--- src/rtl/fat32_dir_scanner.sv ---
// Streaming FAT32 directory-entry matcher: splits sector bytes into 32-byte entries
// and compares each live entry against a latched 8.3 target name, with no sector buffer.
module fat32_dir_scanner (
    input  logic        clk,
    input  logic        rst,
    input  logic [63:0] filename,
    input  logic [23:0] extension,
    input  logic        start,
    input  logic [7:0]  byte_in,
    input  logic        byte_valid,
    input  logic        block_done,
    output logic        busy,
    output logic        found,
    output logic        end_of_dir,
    output logic        sector_done,
    output logic [31:0] first_cluster,
    output logic [31:0] file_size,
    output logic [3:0]  entry_slot
);
    typedef enum logic [1:0] {IDLE, SCAN, FOUND, END} state_t;

    state_t           state, state_next;
    logic [10:0][7:0] target;     // [10] is the first filename character
    logic [8:0]       cnt;
    logic             match;
    logic [15:0]      cl_hi, cl_lo;
    logic [23:0]      size_lo;

    logic [4:0] offset;
    logic       byte_live, hit_end, hit_found, byte_ok, match_next;

    assign offset    = cnt[4:0];
    assign byte_live = (state == SCAN) && byte_valid && !start;
    assign hit_end   = byte_live && (offset == 5'd0) && (byte_in == 8'h00);
    assign hit_found = byte_live && (offset == 5'd31) && match;

    assign busy       = (state == SCAN);
    assign found      = (state == FOUND);
    assign end_of_dir = (state == END);

    // Per-byte verdict; deleted, LFN, volume-label and directory entries never match
    always_comb begin
        byte_ok = 1'b1;
        if (offset <= 5'd10)
            byte_ok = (byte_in == target[4'd10 - offset[3:0]]);
        if (offset == 5'd0 && byte_in == 8'hE5)
            byte_ok = 1'b0;
        if (offset == 5'd11 && (byte_in == 8'h0F || byte_in[3] || byte_in[4]))
            byte_ok = 1'b0;
        match_next = ((offset == 5'd0) ? 1'b1 : match) && byte_ok;
    end

    always_comb begin
        state_next = state;
        if (start)
            state_next = SCAN;
        else if (hit_end)
            state_next = END;
        else if (hit_found)
            state_next = FOUND;
    end

    always_ff @(posedge clk or posedge rst) begin
        if (rst)
            state <= IDLE;
        else
            state <= state_next;
    end

    always_ff @(posedge clk or posedge rst) begin
        if (rst) begin
            target        <= '0;
            cnt           <= '0;
            match         <= 1'b0;
            cl_hi         <= '0;
            cl_lo         <= '0;
            size_lo       <= '0;
            first_cluster <= '0;
            file_size     <= '0;
            entry_slot    <= '0;
            sector_done   <= 1'b0;
        end else if (start) begin
            target        <= {filename, extension};
            cnt           <= '0;
            match         <= 1'b0;
            cl_hi         <= '0;
            cl_lo         <= '0;
            size_lo       <= '0;
            first_cluster <= '0;
            file_size     <= '0;
            entry_slot    <= '0;
            sector_done   <= 1'b0;
        end else begin
            sector_done <= 1'b0;
            if (state == SCAN) begin
                if (byte_valid) begin
                    match <= match_next;
                    cnt   <= cnt + 9'd1;
                    case (offset)
                        5'd20: cl_hi[7:0]      <= byte_in;
                        5'd21: cl_hi[15:8]     <= byte_in;
                        5'd26: cl_lo[7:0]      <= byte_in;
                        5'd27: cl_lo[15:8]     <= byte_in;
                        5'd28: size_lo[7:0]    <= byte_in;
                        5'd29: size_lo[15:8]   <= byte_in;
                        5'd30: size_lo[23:16]  <= byte_in;
                        default: ;
                    endcase
                    // Last size byte is still on the bus, not yet in the shadow
                    if (hit_found) begin
                        first_cluster <= {4'h0, cl_hi[11:0], cl_lo};
                        file_size     <= {byte_in, size_lo};
                        entry_slot    <= cnt[8:5];
                    end
                end
                // A byte arriving with block_done is consumed before the sector closes
                if (block_done) begin
                    cnt         <= '0;
                    sector_done <= !hit_found && !hit_end;
                end
            end
        end
    end
endmodule

--- config.mk ---
export PLATFORM = sky130hd
export DESIGN_NAME = fat32_dir_scanner
export DESIGN_NICKNAME = d
export VERILOG_FILES = /design/src/rtl/fat32_dir_scanner.sv
export SDC_FILE = /design/constraint.sdc
export NUM_CORES = 1
export LEC_CHECK = 0
export CAP_MARGIN = 20
export CORE_MARGIN = 2
export CORE_UTILIZATION = 55
export CTS_CLUSTER_DIAMETER = 200
export DETAILED_ROUTE_END_ITERATION = 8
export GPL_ROUTABILITY_DRIVEN = 0
export PLACE_DENSITY = 0.83
export SYNTH_ARGS = -nofsm -noshare
export SYNTH_HDL_FRONTEND = slang
export SYNTH_SLANG_ARGS = --single-unit
--- constraint.sdc ---
create_clock -name clk -period 17.8 [get_ports clk]
set_clock_uncertainty 0.1 [all_clocks]
set_input_delay 3.56 -clock clk [delete_from_list [all_inputs] [get_ports clk]]
set_output_delay 3.56 -clock clk [all_outputs]
set_load 0.02 [all_outputs]
==> After elaboration in Yosys (flattened, before gate mapping) <==
Index checks and enable logic that the tools add are counted.
{ "op_classes": {"eq_ne": 15, "reduce_logical": 39, "muxes": 47, "addsub": 2, "magnitude_cmp": 2} }
{ "ops": {"columns": ["operator", "n"], "rows": [
  ["two-way mux 32 bit", 8],
  ["two-way mux 24 bit", 3],
  ["two-way mux 8 bit", 7],
  ["two-way mux 16 bit", 3],
  ["equality test 5 bit (second input constant)", 8],
  ["two-way mux 12 bit", 3],
  ["two-way mux 9 bit", 4],
  ["binary-select mux 8 bit (select 4 bit)", 1],
  ["AND reduction 3 bit", 8],
  ["two-way mux 4 bit", 5],
  ["nonzero test 2 bit", 10],
  ["logical AND 1 bit", 10],
  ["two-way mux 1 bit", 10],
  ["adder 9 x 1 -> 9 bit (second input constant)", 1],
  ["equality test 8 x 4 -> 1 bit (second input constant)", 1],
  ["equality test 8 bit", 1],
  ["equality test 8 bit (second input constant)", 1],
  ["logical NOT 8 bit", 1],
  ["two-way mux 2 bit", 3],
  ["nonzero test 3 bit", 2],
  ["equality test 5 x 4 -> 1 bit (second input constant)", 1],
  ["<= comparator 5 x 4 -> 1 bit (second input constant)", 1],
  ["logical NOT 5 bit", 1],
  ["less-than comparator 4 x 5 -> 1 bit (second input constant)", 1],
  ["6 further kinds", 11]
]} }
{ "totals": {"ff_bits": 221, "inputBits": 101, "elab_cells": 130, "output_inout_bits": 72} }

==> Logic depth before layout (Yosys ltp) <==
{ "logic_depth": {"ltp_word": 11, "ltp_mapped": 13, "ltp_nobuf": 9} }

==> Worst setup path after synthesis <==
No wires, ideal clock.
{ "synth_path": {"kind": "input to register", "start": "in start", "end": "reg target[16] in the netlist's numbering", "arrival_ns": 4.742, "path_slack_ns": 12.833, "required_time_ns": 17.575, "cell_stages": 4, "path_buffers": 3, "setup_ns": 0.125, "path_cell_list": "clkbuf_1 -> clkbuf_1 -> clkbuf_1 -> mux2_2"} }
{ "synth_lines": {"columns": ["item", "line_no", "text"], "rows": [
  ["start, declared", "8", "input logic start,"],
  ["end signal, assigned", "83", "target <= {filename, extension};"],
  ["end, declared", "23", "logic [10:0][7:0] target;"]
]} }
No word-level cell between the ends.

==> Worst setup path in the final report <==
{ "layout_path": {"start": "reg state[0]", "end": "out busy"} }
{ "layout_via": {"elab_chain_len": 1} }
{ "layout_rtl": {"columns": ["item", "line_no", "text"], "rows": [
  ["start, declared", "22", "state_t state, state_next;"],
  ["start signal, assigned", "67", "state <= state_next;"],
  ["equality test 2 x 1 -> 1 bit", "37", "assign busy = (state == SCAN);"],
  ["end, declared", "12", "output logic busy,"]
]} }
Every way passes these cells.

==> flow_metrics.tcl <==
set metrics [dict create \
    cts_tree "done" \
    ff2ff_setup_slack_ns 14.40 \
    number_of_setup_violations_in_the_final_report 0 \
    synth_compound_gate_area_share_pct 5.76 \
    max-cap-violations 0 \
    p_leak_uw 0.00529 \
    tns_ns 0 \
    hp-start "size_lo[17]" \
    synth_xor_xnor_area_share_pct 0.879 \
    clk-insertion-delay-late_ns 0.50 \
    number_of_fillers_in_the_final_layout 1233 \
    slowest_stage "sky130_fd_sc_hd__clkdlybuf4s50_1" \
    mostFrequentLayoutCell "sky130_fd_sc_hd__dfrtp_1" \
    drive_gt1_share_pct 15.2 \
    dieHeight_um 138 \
    synth_top_family_by_area "multiplexers" \
    finalNetCount 1115 \
    post_synth_and_or_nand_nor_area_fraction_pct 16.0 \
    critPathMaxStageDelay_ns 0.75 \
    drc_errors_left 0 \
    fp.coreArea_mm2 0.0174 \
    total_wire_length_after_detailed_routing_mm 23.1 \
    timing.critical_path.cells "nor2b_1 -> clkdlybuf4s50_1" \
    irDropWorstVdd_mv 0.0902 \
    drt-wirelength-per-cell_um 18.5 \
    seq_area_frac_synth_pct 55.3 \
    post_cts.repair.setup_buffers 0 \
    cts_root_buf "sky130_fd_sc_hd__clkbuf_16" \
    residual_overflow_from_global_routing 0 \
    cts_resized 0 \
    sink_count 217 \
    worstPathRequired_ns 14.14 \
    post_synth_mux_area_share_pct 18.0 \
    post_synth_num_cell_types 48 \
    grt_util_all_layers_pct 24.7 \
    synth.cell_area_mm2 0.00982 \
    finish.instance_area_mm2 0.0123 \
    grt_pass1_wl_mm 36.8 \
    rsz0062_at_grt "false" \
    whs_path_depth 2 \
    worst-r2r-cell-count 10 \
    holdPathEnd "file_size[17]" \
    layout_setup_ws_ns 12.14 \
    mean_instance_size_in_the_synthesized_netlist_um2 11.3 \
    critPathLaunchType "register" \
    ys.warnings.count 0 \
    synth_enable_flop_cells 0 \
    syn_inst 871 \
    synth_to_final_area_change_pct 25.4 \
    critical_path.reg2reg.startpoint "cnt[0]" \
    timing.setup.critical_path_class "register to output pin" \
    cellPowerDensity_mw_per_mm2 88.2 \
    worst_r2r_endpoint "match" \
    worstMarginPinSlew_ns 0.854 \
    async_reset_ff_share_pct 100 \
    holdBufCountCts 0 \
    status "complete, no violations" \
    clockBufferDepth 3 \
    post_synth_fa_ha_maj_area_fraction_pct 0.637 \
    route.detailed.vias_per_inst 5.83 \
    placement_rows 48 \
    layout_common_cells "216 x sky130_fd_sc_hd__dfrtp_1, 170 x sky130_fd_sc_hd__nand2_1, 167 x sky130_fd_sc_hd__clkdlybuf4s50_1, 88 x sky130_fd_sc_hd__mux2_2, 52 x sky130_fd_sc_hd__nand3b_1" \
    path_buf_inv 1 \
    die_width_um 138 \
    worstSetupEndpointType "output pin" \
    worstPathMaxFanout 6 \
    grt_antenna_before_repair 1 \
    cp_top_family "buffers and inverters" \
    timing.slew.headroom_pct 43.1 \
    hpwlAfterDp_mm 14.6 \
    data_arrival_time_of_the_critical_path_ns 2.00 \
    detailedRoute.firstIterationViolations 586 \
    floorplan.die_area_mm2 0.0189 \
    io_buffer_count 168 \
    h-tree-depth 1 \
    clkTransAtPathRegs_ns 0.06 \
    report.final.hold_viol_count 0 \
    first_global_vias 7080 \
    synth_top_flop_cell "sky130_fd_sc_hd__dfrtp_1" \
    fmaxAchievable_ghz 0.177 \
    power_uw 1090 \
    routed-via-count 7284 \
    finalCriticalPeriod_ns 5.66 \
    timing.hold.worst.class "register to register" \
    grt_start_max_net_pins 152 \
    floorplan.initialDensity_pct 56.6 \
    synth-seq-cells 217 \
    cts_inserted_buffers 23 \
    place_worst_setup_slack_ns 11.65 \
    ioPinCount 173 \
    timing_max_transition_violations_final 0 \
    timing.final.crit_share_pct 31.8 \
    drt_pass1_iterations 5 \
    ant_nets 0 \
    detailed_place.area_mm2 0.0116 \
]
==> worst max-delay path by stage <==
| stage | startpoint | to | slack, ns | cells past startpoint |
|---|---|---|---|---|
| global placement | start | target[12] | 11.69 | 4 |
| floorplan | rst | cl_hi[0] | 8.20 | 1 |
| detailed placement | start | target[74] | 11.65 | 4 |
| CTS | state[0] | busy | 12.16 | 2 |
| finish | state[0] | busy | 12.14 | 2 |
| global route | start | target[84] | 12.01 | 4 |
==> report_power, final <==
part	leakage, uW	switching (uW)	internal, uW
clock network	0.000361	188	268
logic	0.00211	50.2	56.5
registers	0.00282	10.7	514
total	0.00529	249	838
==> cells in the mapped netlist (4+ instances only) <==
| cell | instances | share of area [%] |
|---|---|---|
| sky130_fd_sc_hd__dfrtp_1 | 217 | 55 |
| sky130_fd_sc_hd__o211ai_1 | 4 | 0.31 |
| sky130_fd_sc_hd__mux2_2 | 88 | 10 |
| sky130_fd_sc_hd__nand2_1 | 170 | 6.5 |
| sky130_fd_sc_hd__xor2_1 | 5 | 0.45 |
| sky130_fd_sc_hd__buf_4 | 4 | 0.31 |
| sky130_fd_sc_hd__a21oi_1 | 47 | 2.4 |
| sky130_fd_sc_hd__clkbuf_1 | 42 | 1.6 |
| sky130_fd_sc_hd__ha_1 | 5 | 0.64 |
| sky130_fd_sc_hd__o21ai_0 | 10 | 0.51 |
| sky130_fd_sc_hd__nor4_1 | 5 | 0.32 |
| sky130_fd_sc_hd__nand3b_1 | 52 | 4.0 |
| sky130_fd_sc_hd__buf_1 | 8 | 0.31 |
| sky130_fd_sc_hd__buf_2 | 10 | 0.51 |
| sky130_fd_sc_hd__inv_1 | 7 | 0.27 |
| sky130_fd_sc_hd__o22ai_1 | 8 | 0.51 |
| sky130_fd_sc_hd__mux4_2 | 11 | 2.5 |
| sky130_fd_sc_hd__nand3_1 | 35 | 1.8 |
| sky130_fd_sc_hd__mux2i_1 | 40 | 4.1 |
| sky130_fd_sc_hd__o2bb2ai_1 | 10 | 0.89 |
| sky130_fd_sc_hd__nor3_1 | 5 | 0.25 |
| sky130_fd_sc_hd__nand2b_1 | 5 | 0.32 |
| sky130_fd_sc_hd__mux4_1 | 5 | 1.3 |
| sky130_fd_sc_hd__nor2_1 | 38 | 1.5 |
==> logic make-up after synthesis <==
kind of cell | after synthesis
mux | 144
flops | 217
compound gates | 92
fa+ha+maj | 5
simple gates | 329
xor+xnor | 9
other cells | 1
buf+inv | 74
==> routing by layer <==
metal / vias up / part of all wire, % / global-route usage, %
met5: - / 0 / 0
met4: 0 / 2.4 / 6.99
li1: 3301 / - / -
met1: 3637 / 41 / 33.5
met3: 51 / 7.2 / 5.45
met2: 295 / 49 / 40.5
==> state kept, by name, indices dropped and copies added (netlist names) <==
name	count
match	1
cnt	9
entry_slot	4
file_size	32
target	88
cl_lo	16
first_cluster	28
sector_done	1
state	2
cl_hi	12
size_lo	24
==> worst min-delay path: stages, from the launching register on <==
cell,delay (ns)
sky130_fd_sc_hd__dfrtp_1,0.34
sky130_fd_sc_hd__nand2_1,0.05
sky130_fd_sc_hd__nand2_1,0.05
==> layout make-up <==
cell class	count	area, um2	area share [%]
Antenna cell	1	2.50	0.0203
Multi-Input combinational cell	583	4080	33.1
Tap cell	225	282	2.29
Sequential cell	217	5430	44.1
Clock inverter	8	71.3	0.579
Inverter	7	33.8	0.274
Clock buffer	31	646	5.24
Timing Repair Buffer	177	1770	14.4
==> per-stage QoR <==
stage | instances | hold WS, ns | utilization [%]
finish | 1249 | 0.362 | 71.0
global route | 1248 | 0.386 | 71.0
CTS | 1247 | 0.364 | 70.8
detailed placement | 1208 | 0.348 | 66.7
global placement | 1208 | 0.346 | 66.7
floorplan | 874 | 0.338 | -
(Power assumes the default switching activity.)
